### config.mk
export PLATFORM = sky130hd
export DESIGN_NAME = forward_source_pipe
export DESIGN_NICKNAME = d
export VERILOG_FILES = /design/src/rtl/forward_source_pipe.sv
export SDC_FILE = /design/constraint.sdc
export NUM_CORES = 1
export LEC_CHECK = 0
export ABC_AREA = 1
export CAP_MARGIN = 0
export CORE_MARGIN = 1
export CORE_UTILIZATION = 30
export CTS_CLUSTER_SIZE = 25
export DETAILED_ROUTE_END_ITERATION = 10
export PLACE_DENSITY = 0.67
export SLEW_MARGIN = 20
export SYNTH_ARGS = -nofsm -noshare
export SYNTH_HDL_FRONTEND = slang
export SYNTH_SLANG_ARGS = --single-unit
### constraint.sdc
create_clock -name clk -period 2.2 [get_ports clk]
set_clock_uncertainty 0.15 [all_clocks]
set_input_delay 0.66 -clock clk [delete_from_list [all_inputs] [get_ports clk]]
set_output_delay 0.66 -clock clk [all_outputs]
set_load 0.01 [all_outputs]
### src/rtl/forward_source_pipe.sv
// EX-stage forwarding producer: carries ALU/load results through MEM and WB,
// runs the data-memory load handshake and raises the load-use and memory-wait stalls.
module forward_source_pipe (
    input  logic        clk,
    input  logic        rst_n,
    input  logic        ex_valid,
    input  logic        ex_reg_write,
    input  logic        ex_is_load,
    input  logic [4:0]  ex_dest,
    input  logic [31:0] ex_result,
    input  logic [4:0]  id_rs,
    input  logic [4:0]  id_rt,
    input  logic        id_uses_rs,
    input  logic        id_uses_rt,
    input  logic        flush,
    output logic        mem_req,
    output logic [31:0] mem_addr,
    input  logic        mem_ack,
    input  logic [31:0] mem_rdata,
    output logic        fwd_mem_valid,
    output logic [4:0]  fwd_mem_dest,
    output logic [31:0] fwd_mem_result,
    output logic        fwd_wb_valid,
    output logic [4:0]  fwd_wb_dest,
    output logic [31:0] fwd_wb_result,
    output logic        fwd_load,
    output logic        rf_we,
    output logic [4:0]  rf_waddr,
    output logic [31:0] rf_wdata,
    output logic        stall_id,
    output logic        stall_all,
    output logic [15:0] stall_cycles
);

    typedef enum logic {
        ST_RUN  = 1'b0,
        ST_WAIT = 1'b1
    } state_t;

    state_t      state, state_n;
    logic        adv;

    logic        mem_valid;
    logic        mem_is_load;
    logic        mem_ld_pending;
    logic [4:0]  mem_dest;
    logic [31:0] mem_result;

    logic        wb_valid;
    logic        wb_is_load;
    logic [4:0]  wb_dest;
    logic [31:0] wb_data;

    // Load handshake: the first MEM cycle of a load already stalls if no ack arrives
    always_comb begin
        state_n   = state;
        mem_req   = 1'b0;
        stall_all = 1'b0;
        case (state)
            ST_RUN: begin
                mem_req = mem_ld_pending;
                if (mem_ld_pending && !mem_ack) begin
                    stall_all = 1'b1;
                    state_n   = ST_WAIT;
                end
            end
            ST_WAIT: begin
                mem_req   = 1'b1;
                stall_all = !mem_ack;
                if (mem_ack)
                    state_n = ST_RUN;
            end
            default: state_n = ST_RUN;
        endcase
    end

    assign adv = !stall_all;

    always_comb begin
        stall_id = 1'b0;
        if (ex_valid && ex_is_load && ex_reg_write && (ex_dest != 5'd0))
            stall_id = (id_uses_rs && (id_rs == ex_dest)) ||
                       (id_uses_rt && (id_rt == ex_dest));
    end

    always_ff @(posedge clk or negedge rst_n) begin
        if (!rst_n)
            state <= ST_RUN;
        else
            state <= state_n;
    end

    // A load to r0 still performs its access; only the write-back is suppressed
    always_ff @(posedge clk or negedge rst_n) begin
        if (!rst_n) begin
            mem_valid      <= 1'b0;
            mem_is_load    <= 1'b0;
            mem_ld_pending <= 1'b0;
            mem_dest       <= '0;
            mem_result     <= '0;
        end else if (adv) begin
            mem_valid      <= ex_valid && ex_reg_write && (ex_dest != 5'd0) && !flush;
            mem_is_load    <= ex_is_load;
            mem_ld_pending <= ex_valid && ex_is_load && !flush;
            mem_dest       <= ex_dest;
            mem_result     <= ex_result;
        end
    end

    // WB takes a bubble while stalled so each instruction writes exactly once
    always_ff @(posedge clk or negedge rst_n) begin
        if (!rst_n) begin
            wb_valid   <= 1'b0;
            wb_is_load <= 1'b0;
            wb_dest    <= '0;
            wb_data    <= '0;
        end else if (adv) begin
            wb_valid   <= mem_valid;
            wb_is_load <= mem_is_load;
            wb_dest    <= mem_dest;
            wb_data    <= mem_is_load ? mem_rdata : mem_result;
        end else begin
            wb_valid   <= 1'b0;
            wb_is_load <= 1'b0;
        end
    end

    always_ff @(posedge clk or negedge rst_n) begin
        if (!rst_n)
            stall_cycles <= '0;
        else if ((stall_id || stall_all) && (stall_cycles != '1))
            stall_cycles <= stall_cycles + 16'd1;
    end

    assign mem_addr       = mem_result;
    assign fwd_mem_valid  = mem_valid && !mem_is_load;
    assign fwd_mem_dest   = mem_dest;
    assign fwd_mem_result = mem_result;

    assign rf_we          = wb_valid;
    assign rf_waddr       = wb_dest;
    assign rf_wdata       = wb_data;
    assign fwd_wb_valid   = wb_valid;
    assign fwd_wb_dest    = wb_dest;
    assign fwd_wb_result  = wb_data;
    assign fwd_load       = wb_is_load;

endmodule
# Word level (Yosys, flattened, before mapping)
# Cells that the tools add are included.
[op_classes]
add_sub_neg = 1
bitwise = 1
reduce_logical = 18
n_eq_ne = 3
muxes = 9
[op_table]
columns = ["cell", "count"]
rows = [
  ["$mux 32", 1],
  ["$add 16x1->16 const B", 1],
  ["$ne 16x16->1 const B", 1],
  ["$logic_and 1x1->1", 12],
  ["$eq 5x5->1", 2],
  ["$pmux 1 s2", 3],
  ["$mux 1", 5],
  ["$reduce_bool 5->1", 1],
  ["$logic_not 1->1", 3],
  ["$logic_or 1x1->1", 2],
  ["$not 1->1", 1],
]
[word_totals]
wordCells = 43
in_bits = 88
register_bits = 96
output_inout_bits = 166

# Logic depth before layout (Yosys ltp)
[depth]
ltp_word = 6
ltp_mapped = 12
mapped_depth_nobuf = 11

# Worst setup path before layout
# OpenSTA, ideal clock, no wires.
[synth_timing]
path_kind = "input port to output port"
from = "input port mem_ack"
to = "output port stall_all"
t_arrival_ns = 1.213
cell_stages = 2
path_buffers = 1
path_slack_ns = 0.177
path_cell_list = "a21oi_2 > clkbuf_1"
[synth_between]
elab_chain_len = 4
[synth_rtl]
columns = ["element", "line_no", "text"]
rows = [
  ["from (decl)", "18", "input logic mem_ack,"],
  ["$logic_not 1->1 (*)", "62, 69", ""],
  ["$logic_and 1x1->1", "62", "if (mem_ld_pending && !mem_ack) begin"],
  ["$mux 1", "62", ""],
  ["$pmux 1 s2 (*)", "59", "case (state)"],
  ["to (decl)", "31", "output logic stall_all,"],
]
# Every way passes the cells marked *; elsewhere a longest branch is shown, timed or not.

# Final worst setup path
[layout_timing]
from = "register mem_result[16], in the netlist fwd_mem_result[16]"
to = "output port mem_addr[16]"
[layout_lines]
columns = ["element", "line_no", "text"]
rows = [
  ["from (decl)", "47", "logic [31:0] mem_result;"],
  ["from (signal assigned)", "106", "mem_result <= ex_result;"],
  ["to (decl)", "17", "output logic [31:0] mem_addr,"],
]
# No word-level cell between the ends.

==> out/metrics.cfg <==
[clocking]
clock-sinks = 96
path_clk_slew_ps = 60
cts_hold_buffers = 0
cts_buffer_depth = 2
cts_max_level = 3
cts_root_buf = clkbuf_16
cts_tree = built
clk_latency_ps = 340
cts_buffers = 9

[critical_path]
worst-path-buf-inv = 1
cp-start-kind = flip-flop
worstPathCellList = clkdlybuf4s50_1
slowest_stage = clkdlybuf4s50_1
rr_worst_depth = 7
crit_path_end_kind = output port
r2r_start = stall_cycles[1]$_DFFE_PN0P_
crit_cells = 1
worstPathArrival_ps = 1360
crit_family = buffers and inverters
crit_type = flip-flop to output port
r2r_setup_slack_ps = 310
slowest_delay_ps = 580
path_max_fanout = 4
worstReg2RegEnd = stall_cycles[10]$_DFFE_PN0P_
required_ps = 1390

[sta]
slew_violations = 0
slew_headroom_pct = 62.7
finalHoldViolCount = 0
period_needed_ps = 2170
finalCritPeriodShare_pct = 98.5
clock.fmax_ghz = 0.462
worst_pin_slew_ps = 557
setup-violations-final = 0
fin_ws_ps = 33.3

[power]
p_per_area_nw_per_um2 = 730
peakVddDrop_mv = 0.441
p_leak_nw = 3.62

[placed_design]
dpl_cell_area_um2 = 7290
io_buffer_count = 253
post-place-ws_ps = -878
gp_congestion = 0.782
hpwl_um = 10300

[synth]
synthCells = 629
postSynth.asyncResetShare_pct = 100
syn_avg_cell_area_um2 = 7.87
yosysUniqueCellTypes = 29
synthMuxAreaShare_pct = 0
synth_compound_area_share_pct = 5.08
syn-cell-area_um2 = 4950
synth_seq_cells = 96
synth_fa_ha_area_share_pct = 0.253
synth_fp_nets = 718
ys.flop_type = dfrtp_1
synth_xor_area_share_pct = 1.77
synth_top_family_by_area = simple AND/OR/NAND/NOR gates
synth_seq_area_share_pct = 48.5
yosysWarnings = 0
synth_edf_count = 0
synth_simple_gate_area_share_pct = 28.9

[cells_and_area]
final_cell_mix = nand2_1 (254), clkdlybuf4s50_1 (223), dfrtp_1 (88)
num_antenna_cells = 0
drive_gt1_share_pct = 12.0
utilization_pct = 48.3
finalInstanceArea_um2 = 7730
final_common_cell = nand2_1
fin_nets = 916
area_growth_pct = 56.3

[floorplanning]
num_io_pins = 254
dieArea_um2 = 17000
die_w_um = 130
die_h_um = 130
start_util_pct = 30.9
core_area_um2 = 16000
fp-row-count = 46

[drt]
drt_iter0_drc = 149
ant_nets = 0
drc = 0
via_count = 4575
vias_per_cell = 4.37
wirelength_um = 14300
wire_per_inst_um = 13.6
drtPass1Iterations = 4

[grt]
antenna_found_initial = 0
grt_pass1_wl_um = 21600
grt_max_degree = 97
grt_usage_pct = 16.7
grt_pass1_vias = 4188
gr-total-overflow = 0

[run]
drv_cap = 0

[hold_path]
worstHoldPathType = input pin to asynchronous set/reset pin

[run_status]
status = complete, no violations

[state kept, by name (all words and copies together), names as in the netlist]
signal          flops
fwd_mem_dest        5
fwd_wb_dest         5
mem_ld_pending      1
fwd_load            1
fwd_wb_result      32
fwd_wb_valid        1
mem_is_load         1
stall_cycles       16
fwd_mem_result     32
mem_valid           1
state               1
[worst reg2reg max path: stages (launching register included)]
cell	delay, ps
dfrtp_1	410
ha_1	250
nand3_2	130
nor2_4	190
nand4_4	260
buf_4	250
nand3_1	80
nand2_1	60
[cells in the mapped netlist (4+ instances only)]
library cell  number  area (µm²)
a31oi_1           32         200
buf_1              4        15.0
buf_4             70         526
clkbuf_1          17        63.8
dfrtp_1           96        2400
inv_1             27         101
nand2_1          264         991
nand3_1           25         125
nor2_1            52         195
o21ai_0            6        30.0
xnor2_1            4        35.0
xor2_1             6        52.6
[what timing repair did]
| item | 4_1_cts | 5_1_grt |
|---|---|---|
| setup buffers | 6 | 4 |
| resized for setup | 80 | 62 |
| endpoints found under the setup margin | 7 | 31 |
| cloned | 0 | 1 |
| pin swaps | 21 | 21 |
[per-layer routing]
metal | global-route usage (%) | vias up | wire length (µm)
li1 | - | 2291 | -
met1 | 20.1 | 2114 | 6000
met2 | 28.9 | 153 | 7140
met3 | 3.30 | 17 | 852
met4 | 7.17 | 0 | 280
met5 | 0 | - | 0
[report_power, final]
part           internal, mW  switching [mW]
Clock                 0.796           0.664
Sequential             2.02           0.252
Combinational          1.10           0.811
Total                  3.92            1.73
[layout make-up]
type | instances | area [µm²]
fillers | 1591 | 8270
clock inverters | 3 | 17.5
well taps | 216 | 270
multi-input cells | 406 | 1830
repair buffers | 284 | 2820
flip-flops and latches | 96 | 2410
clock buffers | 13 | 250
inverters | 30 | 131
[cells by family after synthesis]
logic type	after synthesis
XOR/XNOR	10
flip-flops	96
AO/OA/AOI/OAI	41
buffers and inverters	127
adder cells (fa/ha/maj)	1
AND/OR/NAND/NOR	354
[how the worst max path moves through the flow]
stage	endpoint	from	slack, ps
after floorplan	stall_all	mem_ack	180
after global placement	stall_id	ex_dest[0]	-880
after detailed placement	stall_id	ex_dest[0]	-880
after CTS	stall_id	id_rt[4]	-40
after global routing	stall_id	ex_dest[1]	-20
final	mem_addr[16]	fwd_mem_result[16]$_DFFE_PN0N_	30
[stage by stage]
| stage | std cells | TNS (ps) | hold WS (ps) | power (mW) |
|---|---|---|---|---|
| after CTS | 1043 | -37.5 | 242 | 5.69 |
| after detailed placement | 1021 | -20020 | 348 | 4.22 |
| after global routing | 1048 | -19.8 | 266 | 5.98 |
| final | 1048 | 0 | 207 | 5.64 |
| after global placement | 1021 | -19360 | 342 | 4.19 |
| after floorplan | 629 | 0 | 214 | 3.19 |
(Power assumes the default switching activity.)
